## config.mk

```make
export PLATFORM = sky130hd
export DESIGN_NAME = dpram_be_pipe_flat
export DESIGN_NICKNAME = d
export VERILOG_FILES = /design/src/rtl/dpram_be_pipe_if.sv /design/src/rtl/dpram_be_pipe.sv /design/src/flat_wrapper.sv
export SDC_FILE = /design/constraint.sdc
export NUM_CORES = 1
export LEC_CHECK = 0
export ABC_AREA = 1
export CAP_MARGIN = 20
export CORE_MARGIN = 2
export CORE_UTILIZATION = 51
export CTS_BUF_LIST = sky130_fd_sc_hd__clkbuf_8
export CTS_CLUSTER_DIAMETER = 150
export DETAILED_ROUTE_END_ITERATION = 7
export GPL_TIMING_DRIVEN = 0
export MAX_ROUTING_LAYER = met4
export PLACE_DENSITY_LB_ADDON = 0.08
export SYNTH_ARGS = -nofsm -noshare
export SYNTH_HDL_FRONTEND = slang
export SYNTH_SLANG_ARGS = --single-unit
export TNS_END_PERCENT = 5
```

## constraint.sdc

```tcl
create_clock -name clock -period 2.1 [get_ports clock]
set_clock_uncertainty 0.2 [all_clocks]
set_input_delay 0.315 -clock clock [delete_from_list [all_inputs] [get_ports clock]]
set_output_delay 0.315 -clock clock [all_outputs]
set_load 0.02 [all_outputs]
```

## src/rtl/dpram_be_pipe_if.sv

```systemverilog
// Bus bundle for dpram_be_pipe: clear control, write port, read port and status.
// Handshake: a write or read is taken at a rising edge only while busy is low; read_valid pulses once per taken read.
interface dpram_be_pipe_if #(
  parameter int DATA_WIDTH    = 16,
  parameter int BYTE_WIDTH    = 8,
  parameter int ADDRESS_WIDTH = 4
);
  localparam int LANES = DATA_WIDTH / BYTE_WIDTH;

  logic                     clear;
  logic                     busy;
  logic [ADDRESS_WIDTH-1:0] write_address;
  logic [DATA_WIDTH-1:0]    write_data;
  logic                     write_enable;
  logic [LANES-1:0]         write_byte_enable;
  logic [ADDRESS_WIDTH-1:0] read_address;
  logic                     read_enable;
  logic [DATA_WIDTH-1:0]    read_data;
  logic                     read_valid;
  logic                     fsm_state;

  modport master (
    output clear, write_address, write_data, write_enable, write_byte_enable,
           read_address, read_enable,
    input  busy, read_data, read_valid, fsm_state
  );

  modport slave (
    input  clear, write_address, write_data, write_enable, write_byte_enable,
           read_address, read_enable,
    output busy, read_data, read_valid, fsm_state
  );
endinterface

```

## src/rtl/dpram_be_pipe.sv

```systemverilog
// Simple dual-port RAM with byte enables, 1- or 2-cycle registered read,
// selectable read-during-write behaviour and a zeroing sweep after reset/clear.
module dpram_be_pipe #(
  parameter int DATA_WIDTH    = 16,
  parameter int BYTE_WIDTH    = 8,
  parameter int ADDRESS_WIDTH = 4,
  parameter int READ_LATENCY  = 1,
  parameter int RDW_MODE      = 0
) (
  input logic          clock,
  input logic          reset,
  dpram_be_pipe_if.slave bus
);
  localparam int DEPTH = 2 ** ADDRESS_WIDTH;
  localparam int LANES = DATA_WIDTH / BYTE_WIDTH;

  if ((DATA_WIDTH % BYTE_WIDTH) != 0) begin : g_bad_width
    $error("DATA_WIDTH must be a multiple of BYTE_WIDTH");
  end
  if ((READ_LATENCY != 1) && (READ_LATENCY != 2)) begin : g_bad_latency
    $error("READ_LATENCY must be 1 or 2");
  end

  typedef enum logic {
    S_IDLE  = 1'b0,
    S_CLEAR = 1'b1
  } state_t;

  state_t                   state, state_next;
  logic [ADDRESS_WIDTH-1:0] sweep_addr, sweep_addr_next;
  logic [DATA_WIDTH-1:0]    mem [DEPTH];

  logic                     busy;
  logic                     wr_go;
  logic                     rd_go;
  logic [DATA_WIDTH-1:0]    wr_word;
  logic [DATA_WIDTH-1:0]    rd_word;
  logic [DATA_WIDTH-1:0]    stage_data;
  logic                     stage_valid;

  always_ff @(posedge clock or posedge reset) begin
    if (reset) begin
      state      <= S_CLEAR;
      sweep_addr <= '0;
    end else begin
      state      <= state_next;
      sweep_addr <= sweep_addr_next;
    end
  end

  // The sweep stops on the last address so it never spills a zero write into IDLE.
  always_comb begin
    state_next      = state;
    sweep_addr_next = sweep_addr;
    case (state)
      S_CLEAR: begin
        if (bus.clear) begin
          sweep_addr_next = '0;
        end else if (sweep_addr == '1) begin
          state_next      = S_IDLE;
          sweep_addr_next = '0;
        end else begin
          sweep_addr_next = sweep_addr + 1'b1;
        end
      end
      S_IDLE: begin
        if (bus.clear) begin
          state_next      = S_CLEAR;
          sweep_addr_next = '0;
        end
      end
      default: begin
        state_next      = S_CLEAR;
        sweep_addr_next = '0;
      end
    endcase
  end

  assign busy          = (state == S_CLEAR);
  assign bus.busy      = busy;
  assign bus.fsm_state = state;

  assign wr_go = bus.write_enable && !busy && (|bus.write_byte_enable);
  assign rd_go = bus.read_enable && !busy;

  always_comb begin
    wr_word = mem[bus.write_address];
    for (int i = 0; i < LANES; i++) begin
      if (bus.write_byte_enable[i]) begin
        wr_word[i*BYTE_WIDTH +: BYTE_WIDTH] = bus.write_data[i*BYTE_WIDTH +: BYTE_WIDTH];
      end
    end
  end

  // Write-first forwarding: the merged word is exactly what the array will hold after this edge.
  always_comb begin
    rd_word = mem[bus.read_address];
    if ((RDW_MODE == 1) && wr_go && (bus.write_address == bus.read_address)) begin
      rd_word = wr_word;
    end
  end

  always_ff @(posedge clock) begin
    if (busy) begin
      mem[sweep_addr] <= '0;
    end else if (wr_go) begin
      mem[bus.write_address] <= wr_word;
    end
  end

  always_ff @(posedge clock or posedge reset) begin
    if (reset) begin
      stage_data     <= '0;
      stage_valid    <= 1'b0;
      bus.read_data  <= '0;
      bus.read_valid <= 1'b0;
    end else if (READ_LATENCY == 1) begin
      stage_valid    <= 1'b0;
      bus.read_valid <= rd_go;
      if (rd_go) begin
        bus.read_data <= rd_word;
      end
    end else begin
      stage_valid    <= rd_go;
      if (rd_go) begin
        stage_data <= rd_word;
      end
      bus.read_valid <= stage_valid;
      if (stage_valid) begin
        bus.read_data <= stage_data;
      end
    end
  end
endmodule

```

## src/flat_wrapper.sv

```systemverilog
// flat-port wrapper written by rule: the top's interface ports become plain ports
module dpram_be_pipe_flat 
#(
  parameter int DATA_WIDTH    = 16,
  parameter int BYTE_WIDTH    = 8,
  parameter int ADDRESS_WIDTH = 4,
  parameter int READ_LATENCY  = 1,
  parameter int RDW_MODE      = 0
)
  (clock, reset, bus_clear, bus_write_address, bus_write_data, bus_write_enable, bus_write_byte_enable, bus_read_address, bus_read_enable, bus_busy, bus_read_data, bus_read_valid, bus_fsm_state);
  dpram_be_pipe_if #(.DATA_WIDTH(DATA_WIDTH), .BYTE_WIDTH(BYTE_WIDTH), .ADDRESS_WIDTH(ADDRESS_WIDTH)) bus_i ();
  input logic clock;
  input logic reset;
  input wire logic [$bits(bus_i.clear)-1:0] bus_clear;
  input wire logic [$bits(bus_i.write_address)-1:0] bus_write_address;
  input wire logic [$bits(bus_i.write_data)-1:0] bus_write_data;
  input wire logic [$bits(bus_i.write_enable)-1:0] bus_write_enable;
  input wire logic [$bits(bus_i.write_byte_enable)-1:0] bus_write_byte_enable;
  input wire logic [$bits(bus_i.read_address)-1:0] bus_read_address;
  input wire logic [$bits(bus_i.read_enable)-1:0] bus_read_enable;
  output wire logic [$bits(bus_i.busy)-1:0] bus_busy;
  output wire logic [$bits(bus_i.read_data)-1:0] bus_read_data;
  output wire logic [$bits(bus_i.read_valid)-1:0] bus_read_valid;
  output wire logic [$bits(bus_i.fsm_state)-1:0] bus_fsm_state;
  assign bus_i.clear = bus_clear;
  assign bus_i.write_address = bus_write_address;
  assign bus_i.write_data = bus_write_data;
  assign bus_i.write_enable = bus_write_enable;
  assign bus_i.write_byte_enable = bus_write_byte_enable;
  assign bus_i.read_address = bus_read_address;
  assign bus_i.read_enable = bus_read_enable;
  assign bus_busy = bus_i.busy;
  assign bus_read_data = bus_i.read_data;
  assign bus_read_valid = bus_i.read_valid;
  assign bus_fsm_state = bus_i.fsm_state;
  dpram_be_pipe #(.DATA_WIDTH(DATA_WIDTH), .BYTE_WIDTH(BYTE_WIDTH), .ADDRESS_WIDTH(ADDRESS_WIDTH), .READ_LATENCY(READ_LATENCY), .RDW_MODE(RDW_MODE)) u_core (.clock(clock), .reset(reset), .bus(bus_i));
endmodule
```

==> results summary, run 1 <==
The flow ran to the end, but the final reports show violations. The checks that failed: setup timing. The clock input transition at the sequential cells of the worst setup and hold paths is 60 ps. Counting every net in the synthesized netlist gives approximately 1,100.

The number of instances on the worst hold path came out at 5. In this run, the number of DRC markers left after iteration 0 of detailed routing was roughly 580. Using the TritonRoute via totals, the vias-per-cell ratio works out to 5.322. The share of the yosys chip area belonging to registers came out at a little under three quarters. The overall power came out at about 11,000 uW.

The number of clock sinks seen by CTS came out at 278. Global routing consumed, over all layers together, 25.47% of the routing resources. The class of the most critical hold timing path is input port to register. Leaving out fill and tap cells, the most frequent cell in the layout is nand2_1. In the detailed route, the total length drawn on met2 is 13,640 um.

In this run the deepest clock path goes through 3 buffers. Setup violations remaining at the end of the flow were counted as 272. Entering global routing, the biggest net connects 23 pins. In this run the horizontal extent of the chip is 154.6 um. The full die area came out at 23,920 um^2. The max-slew violation total from the final report is 0. Port buffering added 47 buffers. The transition time at the pin with the least slew margin came out at 921.6 ps. Setup repair after global routing could not meet its margin everywhere. The count of filler cells inserted in the layout is 1,772. The data arrival time at the worst-slack endpoint came out at 2490 ps. The largest area contributor in the netlist is edfxtp_1. The buffering stage count on the worst path with inverters included came out at 2.

STA classifies the critical path endpoint as a register. After detailed routing, the average wire length per cell comes to 19.67 um. The via count of the first global-routing pass came out at 7,463.

The library cells used most frequently in the layout, excluding fill and tap cells, are 394 x nand2_1, 256 x edfxtp_1, 193 x nand3_1. The worst-case IR drop observed on VDD is 0.3640 mV. The worst hold slack came out at between 100 and 150 ps.

The floorplan has 55 rows. The count of final hold-check violations is 0. The required time of the critical path is 2200 ps.

The synthesized instance count came out at 1,053. The remaining global-route overflow came out at 0. The number of nets in the finished design is around 1,200. In this run the biggest area consumer among cell types represents 66.42% of the synthesized area. The initial antenna violation count came out at 0. The die height came out at 154.6 um. The number of unique standard cell types used by synthesis came out at 24. The power density normalized to cell area came out at ~800 nW/um^2.

In the final layout, the share of cells above drive strength 1 is between 10% and 20%. The routed wire length came out at 29,400 um. The maximum operating frequency is 0.4169 GHz. The number of placed I/O pins came out at 50.

The final instance area is 14,020 um^2. The number of cell instances on the worst register-to-register path is 4. The last weighted congestion value of the routability-driven placer is 0.8839. The area growth from synthesis to layout is 21.11%. In the final layout, the multi-input gates occupy 3332 um^2.

The count of state elements after synthesis came out at 278. Dividing the final minimum period by the clock period gives 114.2%. The critical path is of the register to register type. The top layer used by detailed routing is met4. For this run, design rule violations remaining after detail routing come to 0. 0 antenna diodes ended up in the layout. The headroom to the max-slew limit came out at about two fifths.

For the worst-skew pair, the clock arrives at the later sink with an insertion delay of 540 ps. The total number of cells along the worst setup path came out at 4. Once routing completed, OpenROAD measured the worst setup slack at -298.7 ps. The number of buffers inserted during clock tree synthesis came out at 44. The core region is 22,430 um^2.

On the critical path, the stage with the largest delay is an instance of a21oi_2. The detailed router put a total of ~13,000 um of wire on met1. The minimum setup slack after placement came out at -1003 ps. The synthesis warning total came out at 0. The post-synthesis average cell area came out at 10.99 um^2. The global-route wire length before repair came out at 43,590 um. The signal on the critical path passes through a21oi_2 > clkbuf_2 > nor2_4 > buf_12. The detailed placement HPWL came out at 21,110 um. The initial utilization of the core area, before any placement, comes to 51.59%. The setup TNS came out at -54,920 ps. Wire segments on met3 add up to 1962 um in the final route. The tool flagged a number of max-cap violations equal to 0.

The highest net fanout along the worst path came out at 10. Once detail routing completed, the nets flagged for antenna violations numbered 0. The shortest clock period the worst path allows after layout is 2399 ps.

The instance area at placement is approximately 13,000 um^2. The cell area after synthesis is 11,570 um^2. The total number of H-tree levels came out at 2. Ranked by total cell area, the synthesized netlist is headed by edfxtp_1 66%, nand2_1 13%, nand3_1 8.3%.

The leakage power total came out at 0.005663 uW. The worst setup path is launched from a register. Clock tree synthesis selected as its root buffer the cell clkbuf_8. The number of detailed-routing iterations run before antenna repair came out at 5. The clock tree from TritonCTS is built. The number of vias after detailed routing is just under 8,000. The delay of the slowest critical-path stage came out at 680 ps.

The sequential cell area is 8239 um^2. Broken down by cell family, the worst path's largest delay share belongs to buffers and inverters.
-- power by group --
part / switching [uW] / leakage [uW] / internal (uW)
Clock: 2000 / 0.000476 / 2050
Combinational: 628 / 0.00235 / 359
Sequential: 41.9 / 0.00284 / 6130
Total: 2670 / 0.00566 / 8530
-- metal layers --
| layer | global-route usage [%] | vias to the layer above |
|---|---|---|
| li1 | - | 3830 |
| met1 | 35.70 | 3760 |
| met2 | 39.26 | 309 |
| met3 | 3.839 | 58 |
| met4 | 7.407 | 0 |
| met5 | - | - |
-- final timing paths --
path / startpoint / end / slack [ps]
max reg2reg: u_core.bus.busy$_DFF_PP1_ / u_core.mem[10][10]$_DFFE_PP_ / -300
max: u_core.bus.busy$_DFF_PP1_ / u_core.mem[10][10]$_DFFE_PP_ / -300
min: bus_read_address[3] / u_core.bus.read_data[6]$_DFFE_PP0P_ / 100
min in group asynchronous: reset / u_core.bus.read_data[7]$_DFFE_PP0P_ / 500
min reg2reg: u_core.bus.read_data[0]$_DFFE_PP0P_ / u_core.bus.read_data[0]$_DFFE_PP0P_ / 270
max in group asynchronous: reset / u_core.bus.busy$_DFF_PP1_ / 970
-- cells in the mapped netlist --
| master | n |
|---|---|
| a21oi_1 | 3 |
| buf_1 | 3 |
| buf_12 | 1 |
| buf_2 | 38 |
| buf_4 | 1 |
| clkbuf_1 | 15 |
| clkinv_1 | 1 |
| dfrtp_1 | 21 |
| dfstp_2 | 1 |
| edfxtp_1 | 256 |
| ha_1 | 1 |
| inv_1 | 30 |
| inv_2 | 3 |
| nand2_1 | 408 |
| nand2_2 | 3 |
| nand3_1 | 193 |
| nor2_1 | 54 |
| nor2_2 | 7 |
| nor2_4 | 1 |
| o211ai_1 | 1 |
| o21ai_0 | 5 |
| o21ai_1 | 1 |
| o21ai_2 | 2 |
| o21ai_4 | 4 |
-- worst register-to-register path, cell delays in order (launching register included) --
cell and delay [ps]:
dfstp_2 420, a21oi_2 690, clkbuf_2 620, nor2_4 70
buf_12 160
-- layout make-up --
cell class | count | share of cell area (%)
plain buffers | 58 | 2.089
well taps | 285 | 2.544
multi-input cells | 683 | 23.77
clock inverters | 31 | 0.8569
repair buffers | 79 | 6.436
inverters | 34 | 0.9105
clock buffers | 47 | 4.615
flip-flops and latches | 278 | 58.78
-- cell families (layout without fill, tap and decap cells) --
kind of cell / Yosys count / in the layout / share of synthesized area [%]
flip-flops: 278 / 278 / 71.19
adder cells (fa/ha/maj): 1 / 1 / 0.1081
buffers and inverters: 92 / 249 / 3.568
AND/OR/NAND/NOR: 666 / 666 / 23.97
AO/OA/AOI/OAI: 16 / 16 / 1.167
-- stage by stage --
step / utilization [%] / std cells
after floorplan: - / 1053
after global placement: 55.28 / 1385
after detailed placement: 55.73 / 1394
after CTS: 60.95 / 1481
after global routing: 62.48 / 1495
final: 62.48 / 1495
-- flip-flops by register name, summed over array words and instances, names as in the netlist --
signal and cells:
u_core.bus.busy 1, u_core.bus.read_data 16, u_core.bus.read_valid 1, u_core.mem 256, u_core.sweep_addr 4
-- timing repair --
| action | in CTS | in global routing |
|---|---|---|
| gates cloned | 0 | 0 |
| pin swaps | 7 | 24 |
| gates resized for setup | 86 | 36 |
| setup endpoints to repair | 389 | 447 |
| hold endpoints to repair | 0 | 21 |
| hold buffers | 0 | 1 |
| setup buffers | 9 | 11 |
No activity file was read; power rests on OpenSTA's default activity.
==> run 2, diff against run 1 <==
ABC_AREA = not set   (was 1)
==> results summary, run 2 <==
The core area came to 21,820 um^2 (-2.7%). The number of vias after detailed routing came out at 6,636 (-17%). The number of violations reported at the end of detailed-routing iteration 0 came to 574 (-0.86%). The flip-flop count of the largest register, all copies and words added was 256 (unchanged). Among all flip-flop cells after synthesis, the most frequent one is edfxtp_1.

The horizontal die dimension came out at 153.1 um (-1.0%). The max capacitance violation total is 0 (unchanged). The number of enable flip-flop cells after synthesis came out at 256 (unchanged).

The number of nets produced by synthesis came out at 731 (-33%). The required time of the critical path is 2140 ps (-60 ps). The total area of multi-input combinational cells is 3169 um^2 (-4.9%). The full die area came to 23,440 um^2 (-2.0%). The clock input transition at the sequential cells of the worst setup and hold paths is 60 ps (about the same). The setup TNS is -6431 ps (+48,490 ps).

The largest registers in the layout are u_core.mem x256, u_core.bus.read_data x16, u_core.sweep_addr x4. The worst setup path is launched from a register. The headroom to the max-slew limit is 48.75% (+10 points).

The number of buffers inserted during clock tree synthesis is 44 (unchanged). Compared with the post-synthesis result, the final layout area differs by 22.75%. The clock insertion delay at the later pin of the skew report came out at 540 ps (about the same). The post-synthesis average cell area is 16.22 um^2 (+48%).

In the layout the commonest cells are 256 x edfxtp_1, 129 x mux2i_1, 51 x nand2_1. TritonCTS built the clock tree. The global-route total usage across every layer came out at 24.42% (-1.1 points). The total number of H-tree levels is 2 (unchanged). The largest net degree at the start of global routing is 23 (unchanged). Setup repair after global routing could not meet its margin everywhere. The checks that failed: setup timing. The max-slew violation total from the final report is 0 (unchanged).

The leakage power total came out at 0.005327 uW (-5.9%). The number of clock sinks seen by CTS came out at 278 (unchanged). The via count of the first global-routing pass came to 6,707 (-10%).

The count of final hold-check violations came to 0 (unchanged). The routed wire length is 27,910 um (-5.1%). The clock tree buffer depth came to 3 (unchanged). In the synthesized netlist, the cells that appear most often are 256 x edfxtp_1, 129 x mux2i_1, 51 x nand2_1.

The tightest min-delay check is of the input port to register type. The number of placed I/O pins is 50 (unchanged). The share of the clock period used by the worst path was 104.8% (-9.4 points). The remaining antenna violation count after routing came out at 0 (unchanged). The global-route wire length before repair is 40,610 um (-6.8%). The proportion of layout cells with a drive suffix above 1 came out at 23.32% (+6.4 points).

The flow ran to the end, but the final reports show violations. The die height is 153.1 um (-1.0%). The share of the yosys chip area belonging to registers is 72.67% (+1.5 points).

The number of nets in the finished design came to 860 (-29%). In this run the clock root is driven by a clkbuf_8. By startpoint and endpoint, the worst setup path is classified as register to register.

The post-synthesis async set-or-reset flop share came to 7.914% (unchanged). The count of final setup violators is 149 (-45%). edfxtp_1 is the most common cell in the netlist. The register bank with the most flops is u_core.mem.

The transition time at the pin with the least slew margin came out at 768.8 ps (-152.8 ps). The initial standard-cell utilization of the core is 51.96% (+0.37 points). The average detailed-routed wire length per instance was 24.42 um (+24%). The number of unique standard cell types used by synthesis came to 41 (+71%).

The cell area after synthesis is 11,340 um^2 (-2.0%). The share of the synthesized area in the top cell type is 67.80% (+1.4 points). edfxtp_1 takes more of the synthesized area than any other cell. The count of state elements after synthesis was 278 (unchanged). The power density normalized to cell area came out at 828.4 nW/um^2 (+3.6%). The peak supply drop came out at 0.4997 mV (+37%). The synthesis warning total came out at 0 (unchanged).

The worst setup path is captured at a register. The count of filler cells inserted in the layout is 1,557 (-12%). The initial antenna violation count came to 0 (unchanged). The final design utilization came out at 63.78% (+1.3 points). The last weighted congestion value of the routability-driven placer is 0.8503 (-3.8%). The post-detailed-route DRC marker count was 0 (unchanged).

The highest net fanout along the worst path came out at 7 (-3). The data arrival time at the worst-slack endpoint is 2240 ps (-250 ps). The sequential cell area came out at 8239 um^2 (unchanged). The remaining global-route overflow was 0 (unchanged). The setup slack of the critical path after layout came to -100.6 ps (+198.1 ps). The shortest clock period the worst path allows after layout is 2201 ps (-198.1 ps). The number of vias per cell came out at 5.806 (+9.1%). The site row count came out at 54 (-1.8%). By area the synthesized netlist is led by edfxtp_1 68%, mux2i_1 11%, dfrtp_1 4.6%.

The maximum operating frequency came to 0.4544 GHz (+9.0%). The detailed placement HPWL came out at 17,980 um (-15%). The most common library cell in the layout ignoring fill and taps is edfxtp_1.

The number of detailed-routing iterations run before antenna repair came out at 5 (unchanged). The synthesized instance count is 699 (-34%). The number of buffers inserted by port buffering came out at 48 (+2.1%).
[run 2: layout make-up]
| cell class | count | share of cell area (%) |
|---|---|---|
| flip-flops and latches | 278 | 59.20 |
| multi-input cells | 376 | 22.77 |
| repair buffers | 83 | 7.183 |
| clock buffers | 50 | 4.944 |
| well taps | 280 | 2.517 |
| plain buffers | 41 | 2.220 |
| clock inverters | 30 | 1.043 |
| inverters | 4 | 0.1079 |
| diodes | 1 | 0.01798 |
[run 2: report_power, final]
group	total, uW	leakage [uW]	switching [uW]	internal, uW
clock network	4290	0.000483	1990	2300
logic	1030	0.00200	574	459
registers	6210	0.00284	65.8	6140
total	11500	0.00533	2630	8900
[run 2: timing repair]
item	in CTS	in global routing
pin swaps	14	18
setup endpoints to repair	418	419
endpoints found under the hold margin	0	4
buffers inserted	17	16
hold buffers	0	1
gates resized for setup	73	37
[run 2: worst paths after layout]
kind | depth (start not counted) | endpoint | start | slack (ps)
hold / removal | 2 | u_core.sweep_addr[0]$_DFFE_PP0P_ | bus_clear | 250
max in group asynchronous | 4 | u_core.bus.read_data[5]$_DFFE_PP0P_ | reset | 870
hold reg to reg | 2 | u_core.bus.read_data[15]$_DFFE_PP0P_ | u_core.bus.read_data[15]$_DFFE_PP0P_ | 280
setup / recovery | 8 | u_core.mem[6][4]$_DFFE_PP_ | u_core.bus.busy$_DFF_PP1_ | -100
min in group asynchronous | 3 | u_core.sweep_addr[2]$_DFFE_PP0P_ | reset | 400
setup reg to reg | 8 | u_core.mem[6][4]$_DFFE_PP_ | u_core.bus.busy$_DFF_PP1_ | -100
[run 2: per-layer routing]
layer / routed length [um] / GRT usage, % / up-vias
met4: 743 / 7.363 / 0
met5: 0 / - / -
met1: 11750 / 32.60 / 3379
met3: 1616 / 3.516 / 51
li1: - / - / 2983
met2: 13800 / 39.39 / 223
[run 2: metrics by stage]
stage                     setup slack (ps)  area, um^2  hold slack, ps  power (uW)  std cells
after CTS                           -200.5       13490           185.5       11470       1124
after global placement              -805.8       12170           277.1        7131       1027
final                               -100.6       13920           246.2       11530       1143
after floorplan                     -121.8       11340           103.5        6790        699
after detailed placement            -859.2       12170           272.5        7153       1027
after global routing                -165.5       13920           265.6       11900       1142
[run 2: logic make-up (layout without fill, tap and decap cells)]
group           Yosys count  in the layout  share of synthesized area [%]
compound gates           67             67                          4.822
simple gates            176            176                          8.023
buf+inv                  45            208                          2.637
other cells               0              1                              0
xor+xnor                  2              2                         0.1545
mux                     130            130                          11.59
flops                   278            278                          72.67
fa+ha+maj                 1              1                         0.1103
[run 2: critical path, stage by stage (launching register included)]
cell	delay [ps]
dfstp_2	560
buf_6	140
nor2b_4	60
buf_6	140
a21oi_2	170
a31oi_4	50
buf_4	190
nor3_4	220
buf_4	170
